[config.mk]
export PLATFORM = sky130hd
export DESIGN_NAME = bcd_display_scan
export DESIGN_NICKNAME = d
export VERILOG_FILES = /design/src/rtl/bcd_display_scan.sv
export SDC_FILE = /design/constraint.sdc
export NUM_CORES = 1
export LEC_CHECK = 0
export ABC_AREA = 1
export CORE_ASPECT_RATIO = 2
export CORE_MARGIN = 2
export CORE_UTILIZATION = 48
export CTS_CLUSTER_SIZE = 28
export DETAILED_ROUTE_END_ITERATION = 8
export PLACE_DENSITY_LB_ADDON = 0.1
export SLEW_MARGIN = 20
export SYNTH_ARGS = -nofsm -noshare
export SYNTH_HDL_FRONTEND = slang
export SYNTH_SLANG_ARGS = --single-unit
[constraint.sdc]
create_clock -name clkin -period 2.15 [get_ports clkin]
set_input_delay 0.43 -clock clkin [delete_from_list [all_inputs] [get_ports clkin]]
set_output_delay 0.43 -clock clkin [all_outputs]
set_load 0.02 [all_outputs]
[src/rtl/bcd_display_scan.sv]
// Multiplexed 7-segment driver: one digit per rising edge of the divided scan wave,
// with BCD decode, leading-zero blanking and selectable output polarities.
module bcd_display_scan #(
  parameter int NDIG           = 4,
  parameter int SEG_ACTIVE_LOW = 1,
  parameter int AN_ACTIVE_LOW  = 1,
  parameter int BLANK_LEADING  = 1
) (
  input  logic              clkin,
  input  logic              rst_n,
  input  logic              scan_clk,
  input  logic [4*NDIG-1:0] bcd,
  input  logic [NDIG-1:0]   dp_mask,
  output logic [6:0]        seg,
  output logic              dp,
  output logic [NDIG-1:0]   an
);

  localparam int   IW      = $clog2(NDIG);
  localparam logic SEG_INV = (SEG_ACTIVE_LOW != 0);
  localparam logic AN_INV  = (AN_ACTIVE_LOW != 0);

  logic            s1_q, s2_q, s3_q;
  logic            tick;
  logic [IW-1:0]   idx_q, idx_d;
  logic [6:0]      seg_q, seg_d;
  logic            dp_q, dp_d;
  logic [NDIG-1:0] an_q, an_d;

  logic [3:0]      digit;
  logic            dp_sel;
  logic            blank;
  logic            run_zero;
  logic [NDIG-1:0] an_hi;
  logic [6:0]      seg_hi;

  // scan_clk is asynchronous to clkin; s1/s2 synchronise, s3 provides the edge history.
  assign tick = s2_q & ~s3_q;

  always_comb begin
    idx_d    = (idx_q == IW'(NDIG-1)) ? '0 : idx_q + 1'b1;
    digit    = '0;
    dp_sel   = 1'b0;
    blank    = 1'b0;
    run_zero = 1'b1;
    an_hi    = '0;
    // Walk from MSD down; run_zero stays set while every digit so far is zero.
    for (int i = NDIG-1; i >= 0; i--) begin
      run_zero = run_zero & (bcd[4*i +: 4] == 4'd0);
      if (idx_d == IW'(i)) begin
        digit    = bcd[4*i +: 4];
        dp_sel   = dp_mask[i];
        blank    = (BLANK_LEADING != 0) && (i > 0) && run_zero;
        an_hi[i] = 1'b1;
      end
    end

    case (digit)
      4'd0:    seg_hi = 7'h3F;
      4'd1:    seg_hi = 7'h06;
      4'd2:    seg_hi = 7'h5B;
      4'd3:    seg_hi = 7'h4F;
      4'd4:    seg_hi = 7'h66;
      4'd5:    seg_hi = 7'h6D;
      4'd6:    seg_hi = 7'h7D;
      4'd7:    seg_hi = 7'h07;
      4'd8:    seg_hi = 7'h7F;
      4'd9:    seg_hi = 7'h6F;
      default: seg_hi = 7'h40;
    endcase

    seg_d = (blank ? 7'h00 : seg_hi) ^ {7{SEG_INV}};
    dp_d  = (blank ? 1'b0 : dp_sel) ^ SEG_INV;
    an_d  = (blank ? '0 : an_hi) ^ {NDIG{AN_INV}};
  end

  always_ff @(posedge clkin) begin
    if (!rst_n) begin
      s1_q  <= 1'b0;
      s2_q  <= 1'b0;
      s3_q  <= 1'b0;
      idx_q <= IW'(NDIG-1);
      seg_q <= {7{SEG_INV}};
      dp_q  <= SEG_INV;
      an_q  <= {NDIG{AN_INV}};
    end else begin
      s1_q <= scan_clk;
      s2_q <= s1_q;
      s3_q <= s2_q;
      if (tick) begin
        idx_q <= idx_d;
        seg_q <= seg_d;
        dp_q  <= dp_d;
        an_q  <= an_d;
      end
    end
  end

  assign seg = seg_q;
  assign dp  = dp_q;
  assign an  = an_q;

endmodule

==> impl_metrics.tcl, run 1 <==
set metrics [dict create \
    synth-main-ff-cell "dfxtp_1" \
    first_global_vias 1236 \
    syn_area_sq_um 1280 \
    grt_overflow_total 0 \
    r2r_slack_ns 0.19 \
    synth_area_leader_cell "dfxtp_1" \
    clock_skew_ns 0.000553 \
    r2r.worst_path.cells 13 \
    avgSynthCellArea_sq_um 7.09 \
    synth_top_cell_area_share_pct 26.5 \
    cts_root_buf "clkbuf_8" \
    drtAntennaViolNets 0 \
    place.gp.congestion 0.777 \
    finalSetupTns_ns 0 \
    fp.dieH_um 77.1 \
    post-route-util_pct 70.1 \
    cp.arrival_ns 2.11 \
    cts_inserted_buffers 3 \
    crit_path_start_kind "flip-flop" \
    rows 26 \
    critical_path_class "reg2reg" \
    clock-sinks 17 \
    synth-edff-count 0 \
    area_growth_pct 38.6 \
    yosysUniqueCellTypes 27 \
    cts_max_path_buffers 2 \
    synth_commonest_cells "43 x nand2_1, 20 x inv_1, 19 x nand3_1" \
    maxSlewHeadroom_pct 78.4 \
    insertion_delay_ns 0.24 \
    die_w_um 40.6 \
    firstDrtPassIters 4 \
    grt_usage_pct 21.8 \
    pre_cts_slack_ns 0.0249 \
    fp.coreArea_sq_um 2540 \
    setup_violations 0 \
    outcome "finished, final reports clean" \
    drive_gt1_share_pct 19.6 \
    report.final.slew_viol_count 0 \
    r2r_end "seg[3]" \
    p_leak_nw 0.814 \
    grt_max_degree 16 \
    endpoint_kind "flip-flop" \
    max_freq_mhz 509 \
    hold_class "reg2reg" \
    ys_ff_latch 17 \
    routed_wl_mm 3.08 \
    pin_count 35 \
    io_buffers 34 \
    ys_warn_count 0 \
    holdPathEnd "s2_q" \
    drc 0 \
    required_ns 2.29 \
    r2r_start "idx_q[1]" \
    dieArea_sq_um 3130 \
    worstMarginPinSlew_ns 0.323 \
    ys_async_sr_fraction_pct 0 \
    p_per_area_nw_per_um2 475 \
    post_drt_wl_per_cell_um 12.2 \
    cap_violations 0 \
    antenna_found_initial 0 \
    hpwl_mm 2.49 \
    fin_nets 258 \
    finalHoldViolCount 0 \
    min_path_cells 2 \
    rsz0062_at_grt "false" \
    finalCritPeriodShare_pct 91.3 \
    start_util_pct 50.6 \
    cts.clk_slew.worst_paths_ns 0.06 \
    num_vias 1289 \
    vdd_drop_max_v 0.000519 \
    drtIter0Drc 20 \
    cts_tree "done" \
    syn_inst 181 \
    worstHoldStart "s1_q" \
    synth-seq-area-share_pct 26.5 \
    diodes 0 \
    synth_most_common_cell "nand2_1" \
    cp_max_fo 5 \
    cts_max_level 1 \
    viasPerCell 5.12 \
    cts_hold_buffers 0 \
    syn_nets 214 \
    grt_first_pass_wirelength_mm 5.01 \
    period_needed_ns 1.96 \
    yosys-top-cells-area "dfxtp_1 27%, nand2_1 13%, ha_1 9.7%" \
    setup_ws_ns 0.186 \
]
[per-layer routing]
metal  vias up  part of all wire [%]  track usage (%)
met5         -                     0                0
met4         0                   2.5             9.67
met3         9                   4.2             1.45
met2        43                    55             39.7
met1       576                    38             22.4
li1        661                     -                -
[where the power goes]
part	internal [mW]	switching, mW	total (mW)
Combinational	0.132	0.151	0.284
Clock	0.131	0.0933	0.224
Sequential	0.329	0.00839	0.337
[worst max path at each step]
stage / slack [ns] / start / endpoint
global route: 0.008 / idx_q[1] / seg[3]
finish: 0.19 / idx_q[1] / seg[3]
global placement: 0.05 / bcd[13] / seg[3]
floorplan: 0.22 / idx_q[0] / seg[0]
CTS: 0.01 / idx_q[0] / seg[0]
detailed placement: 0.02 / idx_q[0] / seg[0]
[area by class of cell]
type | count | area, sq um
Clock buffer | 4 | 45.0
Fill cell | 229 | 758
Inverter | 25 | 96.3
Multi-Input combinational cell | 133 | 836
Sequential cell | 17 | 344
Tap cell | 28 | 35.0
Timing Repair Buffer | 45 | 423
[stage by stage]
stage / power (mW) / instance area [sq um] / hold slack, ns / cells
after floorplan: 0.514 / 1280 / 0.390 / 181
after global placement: 0.614 / 1690 / 0.410 / 248
after detailed placement: 0.618 / 1690 / 0.418 / 248
after CTS: 0.850 / 1740 / 0.433 / 252
after global routing: 0.902 / 1780 / 0.466 / 252
final: 0.845 / 1780 / 0.426 / 252
[cells by family after synthesis]
| logic type | after synthesis | share of synthesized area, % |
|---|---|---|
| compound gates | 30 | 17.3 |
| fa+ha+maj | 10 | 9.75 |
| buf+inv | 31 | 11.3 |
| flops | 17 | 26.5 |
| simple gates | 93 | 35.1 |
[cells in the final DEF (no fill, tap or decap), drive strengths merged]
cell type | Yosys | routed
clkinv | 1 | 1
or2 | 3 | 3
clkdlybuf4s50 | 0 | 34
nand4 | 1 | 1
dfxtp | 17 | 17
nor3 | 1 | 1
a21boi | 1 | 1
nor2 | 17 | 17
nand3 | 20 | 20
nand2 | 51 | 51
clkbuf | 0 | 4
o31ai | 2 | 2
a21oi | 19 | 19
inv | 24 | 24
ha | 10 | 10
buf | 6 | 11
o21ai | 6 | 6
o211ai | 2 | 2
[sequential cells by signal, indices dropped and copies added, names as in the netlist]
signal,cells
seg,7
an,4
idx_q,2
dp,1
s1_q,1
s2_q,1
s3_q,1
[critical path, stage by stage (launching register included)]
cell	delay, ns
dfxtp_1	0.31
buf_4	0.15
ha_1	0.26
buf_4	0.19
nand2_1	0.05
a21boi_2	0.22
inv_1	0.09
ha_1	0.20
inv_1	0.05
nand3_1	0.08
nand3_1	0.09
nand3_1	0.07
nand2_1	0.06
nand2_1	0.04
[repair_timing]
item | in CTS | in global routing
setup buffers | 0 | 0
endpoints found under the hold margin | 0 | 0
setup endpoints to repair | 0 | 6
resized for setup | 0 | 9
Power figures use the tool's default switching activity.
==> run 2: changes to the inputs <==
CORE_ASPECT_RATIO = default   (was 2)
CORE_UTILIZATION = 55   (was 48)
CTS_CLUSTER_DIAMETER = 150   (was default)
DONT_BUFFER_PORTS = 1   (was default)
SLEW_MARGIN = default   (was 20)
==> impl_metrics.tcl, run 2 (same netlist as run 1, synthesis figures left out) <==
set metrics [dict create \
    outcome "finished, final reports clean" \
    worstHoldStart "rst_n" \
    hold_slack_ns 0.199 \
    routed_wl_mm 2.71 \
    finalHoldViolCount 0 \
    clock_skew_ns 0.00692 \
    post_drt_wl_per_cell_um 12.7 \
    power.internal_uw 480 \
    max_freq_mhz 518 \
    area_growth_pct 8.38 \
    power_uw 716 \
    required_ns 2.34 \
    clock-sinks 17 \
    critical_path_class "reg2reg" \
    cp_cell_sequence "inv_1, ha_2, nand3_1, nand2_1, a21boi_4, inv_1, ha_1, inv_1, nand3_1, nand3_1, nand3_1, nand2_1, nand2_1" \
    seq_power_share_pct 48.9 \
    worst_path_most_repeated_cell "nand3_1" \
    cp.arrival_ns 2.12 \
    startpoint "idx_q[0]" \
    drive_gt1_share_pct 22.6 \
    insertion_delay_ns 0.29 \
    pre_cts_slack_ns 0.0218 \
    fin_nets 220 \
    switchingPower_uw 236 \
    firstDrtPassIters 4 \
    final_cell_mix "43 x nand2_1, 19 x nand3_1, 19 x inv_1" \
    p_per_area_nw_per_um2 514 \
    stdcell_count 214 \
    die_w_um 52.3 \
    cts_root_buf "clkbuf_4" \
    crit_path_start_kind "flip-flop" \
    path_buf_inv 3 \
    fp.coreArea_sq_um 2210 \
    grt_max_degree 16 \
    cp_max_fo 6 \
    dr.max_layer_used "met3" \
    hpwl_mm 2.16 \
    cts_max_path_buffers 2 \
    first_global_vias 1144 \
    met1Wirelength_mm 1.14 \
    pin_count 35 \
    swShare_pct 33.0 \
    largest_reg_flops 7 \
    final_common_cell "nand2_1" \
    dp_cells 209 \
    crit_family "simple AND/OR/NAND/NOR gates" \
    r2r_start "idx_q[0]" \
    cts_tree "done" \
    rows 17 \
    wl_met3_um 186 \
    cts_max_level 1 \
    worstMarginPinSlew_ns 0.332 \
    antenna_found_initial 0 \
    drc 0 \
    max_stage_delay_ns 0.40 \
    endpoint_kind "flip-flop" \
    wl_met2_mm 1.38 \
    grt_usage_pct 22.5 \
    setup_violations 0 \
    report.final.slew_viol_count 0 \
    grt_first_pass_wirelength_mm 4.65 \
    p_clk_share_pct 23.3 \
    p_leak_nw 0.652 \
    drtAntennaViolNets 0 \
    fp.dieH_um 52.3 \
    power_frac_comb_pct 27.8 \
    dieArea_sq_um 2740 \
    nFillCells 224 \
    cap_violations 0 \
    setup_ws_ns 0.219 \
    cts_inserted_buffers 3 \
    finalCritPeriodShare_pct 89.8 \
    maxSlewHeadroom_pct 77.8 \
    place.gp.congestion 0.976 \
    slowest_stage "dfxtp_4" \
    viasPerCell 5.33 \
    period_needed_ns 1.93 \
    drtIter0Drc 28 \
    num_vias 1141 \
    vdd_drop_max_v 0.000632 \
    start_util_pct 58.0 \
    hold_class "in2reg" \
    cts.clk_slew.worst_paths_ns 0.09 \
    io_buffers 0 \
    cts_hold_buffers 0 \
    grt_overflow_total 0 \
    diodes 0 \
]
## run 2: cell count changes in the layout (fill, tap and decap cells not counted), sizes merged
cell / previous run / this run
buf: 11 / 7
clkdlybuf4s50: 34 / 0
## run 2: routing by layer
layer  GRT usage, %  vias to the layer above
li1               -                      586
met1           27.6                      531
met2           40.0                       24
met3           6.00                        0
met4           2.99                        0
met5              0                        -
## run 2: final timing paths
kind / slack [ns] / cells after the start / to
worst max-delay path: 0.22 / 13 / seg[0]
worst min-delay path: 0.20 / 1 / an[3]
worst max register to register: 0.22 / 13 / seg[0]
worst min register to register: 0.42 / 2 / s2_q
## run 2: area by class of cell
class                           instances  area [sq um]  area share (%)
Multi-Input combinational cell        133           836            60.1
Sequential cell                        17           345            24.8
Inverter                               25          96.3            6.92
Timing Repair Buffer                    7          52.6            3.78
Tap cell                               28          35.0            2.52
Clock buffer                            4          26.3            1.89
## run 2: timing repair
action / CTS / global route
hold endpoints to repair: 0 / 0
setup endpoints to repair: 0 / 6
buffers inserted: 0 / 1
resized for setup: 0 / 11
## run 2: power groups by stage
stage | combinational [mW] | sequential (mW) | clock [mW]
finish | 0.199 | 0.350 | 0.166
global route | 0.228 | 0.352 | 0.187
CTS | 0.190 | 0.350 | 0.173
detailed placement | 0.189 | 0.357 | 0
global placement | 0.183 | 0.357 | 0
floorplan | 0.159 | 0.355 | 0
## run 2: through the flow
stage	util, %	area, sq um	TNS, ns
finish	62.9	1390	0
global route	62.9	1390	-0.00110
CTS	60.6	1340	0
detailed placement	59.4	1320	0
global placement	59.4	1320	0
floorplan	-	1280	0
==> run 3: changes to the inputs <==
--- a/config.mk
+++ b/config.mk
@@ -7,5 +7,5 @@
 export LEC_CHECK = 0
 export ABC_AREA = 1
-export CORE_MARGIN = 2
+export CORE_MARGIN = 4
 export CORE_UTILIZATION = 55
 export CTS_CLUSTER_DIAMETER = 150
==> constraint.sdc (replaced) <==
create_clock -name clkin -period 2.2 [get_ports clkin]
set_input_delay 0.44 -clock clkin [delete_from_list [all_inputs] [get_ports clkin]]
set_output_delay 0.44 -clock clkin [all_outputs]
set_load 0.005 [all_outputs]
==> impl_metrics.tcl, run 3 (same netlist as run 1, synthesis figures left out) <==
set metrics [dict create \
    period_needed_ns 2.03 \
    grt_usage_pct 19.1 \
    max_stage_delay_ns 0.40 \
    cts_max_level 1 \
    cts_inserted_buffers 3 \
    hold_class "in2reg" \
    maxSlewHeadroom_pct 76.6 \
    fin_nets 219 \
    setup_ws_ns 0.172 \
    report.final.slew_viol_count 0 \
    die_w_um 56.3 \
    finalHoldViolCount 0 \
    cts.clk_slew.worst_paths_ns 0.10 \
    cp_max_fo 6 \
    drtAntennaViolNets 0 \
    hold_slack_ns 0.195 \
    cp.arrival_ns 2.22 \
    slowest_stage "dfxtp_1" \
    pre_cts_slack_ns 0.0703 \
    hpwl_mm 2.31 \
    register_area_sq_um 342 \
    drive_gt1_share_pct 21.1 \
    cts_tree "done" \
    min_path_cells 1 \
    post_drt_wl_per_cell_um 13.5 \
    largest_reg_flops 7 \
    first_global_vias 1111 \
    io_buffers 0 \
    grt_max_degree 16 \
    finalCritPeriodShare_pct 92.2 \
    dieArea_sq_um 3170 \
    swShare_pct 33.1 \
    p_per_area_nw_per_um2 508 \
    final_cell_mix "43 x nand2_1, 20 x inv_1, 19 x nand3_1" \
    worstMarginPinSlew_ns 0.351 \
    fp.coreArea_sq_um 2210 \
    antenna_found_initial 0 \
    drc 0 \
    multi_input_area_sq_um 813 \
    cts_max_path_buffers 2 \
    pin_count 35 \
    insertion_delay_ns 0.29 \
    final_cell_area_sq_um 1360 \
    drtIter0Drc 29 \
    p_clk_share_pct 24.4 \
    nFillCells 237 \
    grt_overflow_total 0 \
    power.internal_uw 462 \
    finalSetupTns_ns 0 \
    routed_wl_mm 2.87 \
    endpoint_kind "flip-flop" \
    place.gp.congestion 0.828 \
    max_freq_mhz 493 \
    outcome "finished, final reports clean" \
    firstDrtPassIters 4 \
    clock-sinks 17 \
    final_common_cell "nand2_1" \
    power_uw 690 \
    startpoint "idx_q[1]" \
    rows 17 \
    r2r.worst_path.cells 13 \
    r2r_start "idx_q[1]" \
    worstHoldStart "rst_n" \
    area_growth_pct 5.85 \
    cts_root_buf "clkbuf_4" \
    required_ns 2.40 \
    cp_cell_sequence "inv_1, ha_2, a21oi_1, nand2_1, a21boi_4, inv_1, ha_1, inv_1, nand3_1, nand3_1, nand3_1, nand2_1, nand2_1" \
    num_vias 1148 \
    switchingPower_uw 229 \
    start_util_pct 58.0 \
    r2r_end "seg[0]" \
    critical_path_class "reg2reg" \
    fp.dieH_um 56.3 \
    grt_first_pass_wirelength_mm 4.82 \
    p_leak_nw 0.651 \
    setup_violations 0 \
    clock_skew_ns 0.00423 \
    r2r_slack_ns 0.17 \
    vdd_drop_max_v 0.000398 \
    placed_cell_area_sq_um 1310 \
    crit_path_start_kind "flip-flop" \
    diodes 0 \
    cap_violations 0 \
    cts_hold_buffers 0 \
    power_frac_comb_pct 27.5 \
    viasPerCell 5.39 \
    holdPathEnd "an[3]" \
    seq_power_share_pct 48.1 \
]
## run 3: cell types whose count changed in the layout (fill, tap and decap cells not counted)
| cell | delta |
|---|---|
| ha_4 | -2 |
| buf_4 | -1 |
| clkbuf_1 | -1 |
| clkinv_2 | +1 |
| dfxtp_1 | +1 |
| dfxtp_4 | -1 |
| ha_1 | +1 |
| ha_2 | +1 |
| inv_1 | +1 |
| inv_2 | -1 |
## run 3: timing repair
| action | CTS | global route |
|---|---|---|
| resized for setup | 0 | 5 |
| setup endpoints to repair | 0 | 5 |
| buffers inserted | 0 | 1 |
## run 3: per-stage QoR
stage               util, %  instances
global placement       59.1        208
floorplan                 -        181
global route           61.4        213
detailed placement     59.1        208
finish                 61.4        213
CTS                    60.4        212
## run 3: worst max-delay path by stage
stage	end	cells past startpoint	slack, ns
floorplan	seg[0]	14	0.27
detailed placement	seg[0]	14	0.07
CTS	seg[0]	14	0.05
global placement	seg[3]	15	0.20
finish	seg[0]	13	0.17
global route	seg[3]	13	-0.006
## run 3: critical path: cells and delay by family, from the launching register on
family                     cells  cell delay [ns]
AOI/OAI and AO/OA              2             0.38
adders and majority gates      2             0.44
buffers and inverters          3             0.24
DFF                            1             0.40
and+or+nand+nor                6             0.47
## run 3: final cells by class
class                   instances  area share (%)
multi-input cells             133            59.9
flip-flops and latches         17            25.1
inverters                      25            7.09
repair buffers                  6            3.31
well taps                      28            2.58
clock buffers                   3            1.66
clock inverters                 1           0.368
## run 3: power groups by stage
stage | combinational [mW] | sequential [mW] | clock, mW
after floorplan | 0.155 | 0.336 | 0
final | 0.190 | 0.332 | 0.168
after detailed placement | 0.182 | 0.339 | 0
after global routing | 0.216 | 0.334 | 0.187
after global placement | 0.178 | 0.338 | 0
after CTS | 0.182 | 0.332 | 0.171
## run 3: metal layers
layer | vias up | GRT usage, % | share of wire, %
met3 | 4 | 5.06 | 4.9
met4 | 0 | 6.78 | 1.4
met5 | - | 0 | 0
met2 | 28 | 33.2 | 50
met1 | 532 | 22.5 | 43
li1 | 584 | - | -
==> variant 1: new RTL, settings of run 1 <==
`NDIG`: 4 -> 16.
--- a/src/rtl/bcd_display_scan.sv
+++ b/src/rtl/bcd_display_scan.sv
@@ -1,7 +1,7 @@
 // Multiplexed 7-segment driver: one digit per rising edge of the divided scan wave,
 // with BCD decode, leading-zero blanking and selectable output polarities.
 module bcd_display_scan #(
-  parameter int NDIG           = 4,
+  parameter int NDIG           = 16,
   parameter int SEG_ACTIVE_LOW = 1,
   parameter int AN_ACTIVE_LOW  = 1,
   parameter int BLANK_LEADING  = 1
Interface: changed (resized an, bcd and dp_mask); port bits go from 35 to 107. No check against the original RTL was run, so the function may have changed too.
==> variant 1 against run 1 <==
The run now ends with setup timing left; utilization grew 23 points; sequential cell count grew 14; synthesized area grew 130%; fmax shrank 48%; count of clock-buffer cells in the layout grew 3; clock skew grew 0.0061 ns; routed wire length grew to 6.0 times the old value; power grew to 3.5 times the old value; sequential power grew 88%; final area grew to 3.1 times the old value; worst setup slack lost 1.8 ns; critical path depth grew 14; clock power grew to 3.6 times the old value.
==> variant 1: results (changes against run 1) <==
STA
------------------------------------------------------------------------
Final setup violation count ...............................           22   +22
Fin worst setup slack .....................................    -1.608 ns   -1.794 ns
Total negative slack for setup checks .....................    -24.00 ns   -24.00 ns
Worst Max-Slew Pin Slew ...................................    0.7794 ns   +0.4563 ns

SETUP PATH
------------------------------------------------------------------------
Arrival @ worst endpoint ..................................      3.98 ns   +1.87 ns
Cell depth of the worst flop-to-flop path .................           27   +14
Critical Path Fanout Max ..................................           11   +6
Highest cell delay on the worst timing path ...............      0.37 ns   +0.06 ns
Critical path startpoint ..................................     idx_q[0]

LOGIC SYNTHESIS
------------------------------------------------------------------------
Biggest area contributors in the synthesized netlist ...... dfxtp_1 (21%), nand2_1 (19%), inv_1 (8.1%)
Distinct cells, synth .....................................           35   +30%
Synthesized-area fraction occupied by adder cells .........       4.279%   -5.5 points
Top cells by count, synth ................................. nand2_1 (148), inv_1 (63), a21oi_1 (46)
Number of nets produced by synthesis ......................          598   +180%
Area share of xor/xnor cells in the synthesized design ....      0.9414%   +0.94 points

CLOCK NETWORK
------------------------------------------------------------------------
Master cell of the clock root buffer ......................    clkbuf_16
Htree depth ...............................................            2   +1
Clock latency on the worst-skew pair ......................      0.28 ns   +0.04 ns

ROUTE
------------------------------------------------------------------------
Wl on met1 ................................................      5350 µm   +360%
WL met2 ...................................................      8737 µm   +410%
Length of the first detailed-routing pass in iterations ...            9   +5
Initial DRC Count .........................................          834   +4100%
Routed wire length on met3 ................................      2106 µm   +1500%
Routed via count divided by cell count ....................        6.437   +26%

POWER
------------------------------------------------------------------------
VDD IR-drop max ...........................................     575.6 µV   +11%
Overall power of the completed layout .....................   0.002948 W   +250%

MIN PATH
------------------------------------------------------------------------
Startpoint of the worst hold path .........................       seg[5]

PLACEMENT
------------------------------------------------------------------------
Final weighted congestion in routability-driven placement .       0.8648   +11%
Detail Placement HPWL .....................................      8534 µm   +240%
Count of buffers inserted at the top-level ports ..........          106   +210%

CELLS AND AREA
------------------------------------------------------------------------
Final Net Count ...........................................          828   +220%
Number of flip-flops in the largest register ..............           16   +9

GRT
------------------------------------------------------------------------
Grt met2 use ..............................................       69.30%   +30 points
Met3 track demand over resource ...........................       6.780%   +5.3 points

OUTCOME
------------------------------------------------------------------------
Violations in the final reports ........................... setup timing
Status .................................................... finished with violations

-- variant 1: changes by cell type after synthesis, moves of 4 or more --
cell	delta
nor4_1	+8
o21ai_0	+25
or2_2	+5
nand3_1	+19
a21oi_1	+31
dfxtp_1	+14
nor2_1	+30
nand2_1	+105
inv_1	+43
nand4_1	+19
inv_2	+4
clkbuf_1	+12
-- variant 1: per-stage QoR --
| step | cell area, µm² | hold slack (ns) | setup slack (ns) | util [%] | std cells |
|---|---|---|---|---|---|
| after floorplan | 3008 | 0.3905 | -0.5296 | - | 505 |
| after global placement | 4788 | 0.4019 | -1.102 | 80.40 | 752 |
| after detailed placement | 4788 | 0.4104 | -1.239 | 80.40 | 752 |
| after CTS | 5284 | 0.4570 | -0.8576 | 88.72 | 785 |
| after global routing | 5535 | 0.5092 | -1.894 | 92.94 | 799 |
| final | 5535 | 0.4970 | -1.608 | 92.94 | 799 |
-- variant 1: worst max path at each step --
| stage | end |
|---|---|
| 6_report | seg[3] |
| 5_1_grt | seg[4] |
| 3_3_place_gp | an[10] |
| 3_5_place_dp | an[10] |
| 2_1_floorplan | seg[0] |
| 4_1_cts | seg[3] |
-- variant 1: area by class of cell --
type | count | area [µm²] | area share (%)
clock inverters | 1 | 5.005 | 0.09042
clock buffers | 7 | 163.9 | 2.961
multi-input cells | 385 | 2282 | 41.23
repair buffers | 239 | 2096 | 37.86
inverters | 73 | 277.8 | 5.018
well taps | 63 | 78.83 | 1.424
flip-flops and latches | 31 | 631.9 | 11.42
-- variant 1: repair_timing --
item,in CTS,in global routing
endpoints found under the setup margin,21,22
pin swaps,46,31
setup buffers,24,15
hold buffers,0,0
gates resized for setup,78,42
gates cloned,1,0
==> variant 2: new RTL, config.mk and constraints of run 1 <==
Made on the original files. Add an input register stage for `bcd` and `dp_mask`; this delays them by one clock.
--- a/src/rtl/bcd_display_scan.sv
+++ b/src/rtl/bcd_display_scan.sv
@@ -19,6 +19,14 @@
   localparam int   IW      = $clog2(NDIG);
   localparam logic SEG_INV = (SEG_ACTIVE_LOW != 0);
   localparam logic AN_INV  = (AN_ACTIVE_LOW != 0);
+
+  logic [4*NDIG-1:0] bcd_q;
+  logic [NDIG-1:0] dp_mask_q;
+
+  always_ff @(posedge clkin) begin
+    bcd_q     <= bcd;
+    dp_mask_q <= dp_mask;
+  end
 
   logic            s1_q, s2_q, s3_q;
   logic            tick;
@@ -46,10 +54,10 @@
     an_hi    = '0;
     // Walk from MSD down; run_zero stays set while every digit so far is zero.
     for (int i = NDIG-1; i >= 0; i--) begin
-      run_zero = run_zero & (bcd[4*i +: 4] == 4'd0);
+      run_zero = run_zero & (bcd_q[4*i +: 4] == 4'd0);
       if (idx_d == IW'(i)) begin
-        digit    = bcd[4*i +: 4];
-        dp_sel   = dp_mask[i];
+        digit    = bcd_q[4*i +: 4];
+        dp_sel   = dp_mask_q[i];
         blank    = (BLANK_LEADING != 0) && (i > 0) && run_zero;
         an_hi[i] = 1'b1;
       end
Behaviour: not the same (a bounded check fails within 4 cycles, from zero or initial values and one cycle with rst_n low).
==> variant 2 against run 1 <==
Synthesized cell count rose by 9.9%; synthesized area increased by 23%; worst setup slack lost 0.053 ns; sequential cell count up 20; global-route usage fell by 1.4 points; power up 91%; routed wire length rose by 14%; first-iteration DRC count up 40%; final area rose by 18%; largest cell class is now sequential cells.
==> variant 2: results (changes against run 1) <==
SETUP PATH
---------------------------------------------------------------------------
Largest delay share family, worst path ....................... simple AND/OR/NAND/NOR gates
Arrival @ worst endpoint .....................................      2.20 ns   +0.09 ns
Critical Path Fanout Max .....................................            6   +1

PLACEMENT
---------------------------------------------------------------------------
Detail Placement HPWL ........................................      2796 µm   +12%
Final weighted congestion in routability-driven placement ....        1.011   +30%
Count of placed standard cells including taps ................          266   +7.3%
Post-Place Cell Area ......................................... 0.001967 mm²   +16%

STA
---------------------------------------------------------------------------
Setup Skew ...................................................  0.005649 ns   +0.005096 ns

CELLS AND AREA
---------------------------------------------------------------------------
Number of flip-flops in the largest register .................           16   +9
Layout cells sized above 1 ...................................       13.99%   -5.7 points

ROUTE
---------------------------------------------------------------------------
Via Count ....................................................         1432   +11%
Wire length per cell after detailed routing ..................     12.83 µm   +4.9%
Initial DRC Count ............................................           28   +40%
Routed via count divided by cell count .......................        5.226   +2.2%
Length of the first detailed-routing pass in iterations ......            6   +2

OUTCOME
---------------------------------------------------------------------------
Status ....................................................... finished, final reports clean

LOGIC SYNTHESIS
---------------------------------------------------------------------------
Part of the Yosys area used for sequential elements ..........       46.76%   +20 points
Count of mapped cells out of synthesis .......................          199   +9.9%
Number of nets produced by synthesis .........................          232   +8.4%
Top cells by count, synth .................................... nand2_1 (55), dfxtp_1 (37), nand3_1 (22)

CLOCK NETWORK
---------------------------------------------------------------------------
Htree depth ..................................................            2   +1
Inserted Clock Buffers .......................................            5   +2
Clock latency on the worst-skew pair .........................      0.29 ns   +0.05 ns

GRT
---------------------------------------------------------------------------
Maximum number of pins on one net before global-route repair .           15   -1
Wire length of the first global-routing pass .................      5692 µm   +14%
GRT Total Usage ..............................................       20.41%   -1.4 points

POWER
---------------------------------------------------------------------------
Leakage power ................................................    0.9786 nW   +20%

-- variant 2: through the flow --
stage          worst slack [ns]  hold WS [ns]
3_5_place_dp          0.0006111        0.4150
3_3_place_gp             0.1047        0.3993
4_1_cts                0.005702        0.4320
5_1_grt                -0.02682        0.4420
6_report                 0.1333        0.4262
2_1_floorplan            0.2803        0.3905
-- variant 2: power groups by stage --
stage | registers [W] | clock network (W) | logic (W)
finish | 0.000740 | 0.000605 | 0.000266
global route | 0.000744 | 0.000653 | 0.000296
floorplan | 0.000766 | 0 | 0.000145
CTS | 0.000739 | 0.000622 | 0.000261
global placement | 0.000754 | 0 | 0.000250
detailed placement | 0.000755 | 0 | 0.000259
-- variant 2: repair_timing --
action,in CTS,in global routing
endpoints found under the setup margin,1,7
hold buffers,0,0
setup buffers,0,0
gates resized for setup,1,7
-- variant 2: final timing paths --
kind         startpoint      to  cells past startpoint
max            idx_q[1]  seg[3]                     14
min                s1_q    s2_q                      2
max reg2reg    idx_q[1]  seg[3]                     14
min reg2reg        s1_q    s2_q                      2
-- variant 2: logic make-up after synthesis --
kind of cell	Yosys count	synth area share [%]
AO/OA/AOI/OAI	28	10.11
adder cells (fa/ha/maj)	10	7.899
buffers and inverters	28	8.530
flip-flops	37	46.76
AND/OR/NAND/NOR	96	26.70
-- variant 2: layout make-up --
type	instances	area, µm²
Timing Repair Buffer	41	392.9
Tap cell	31	38.79
Inverter	23	86.33
Sequential cell	37	742.0
Clock buffer	7	86.33
Fill cell	279	1050
Clock inverter	1	30.03
Multi-Input combinational cell	134	730.7
-- variant 2: layer usage --
layer | vias up | wire length, µm | track usage (%)
met2 | 46 | 1943 | 35.84
met4 | 0 | 294 | 19.01
met3 | 24 | 158 | 5.319
met1 | 647 | 1120 | 16.73
li1 | 715 | - | -
met5 | - | 0 | 0
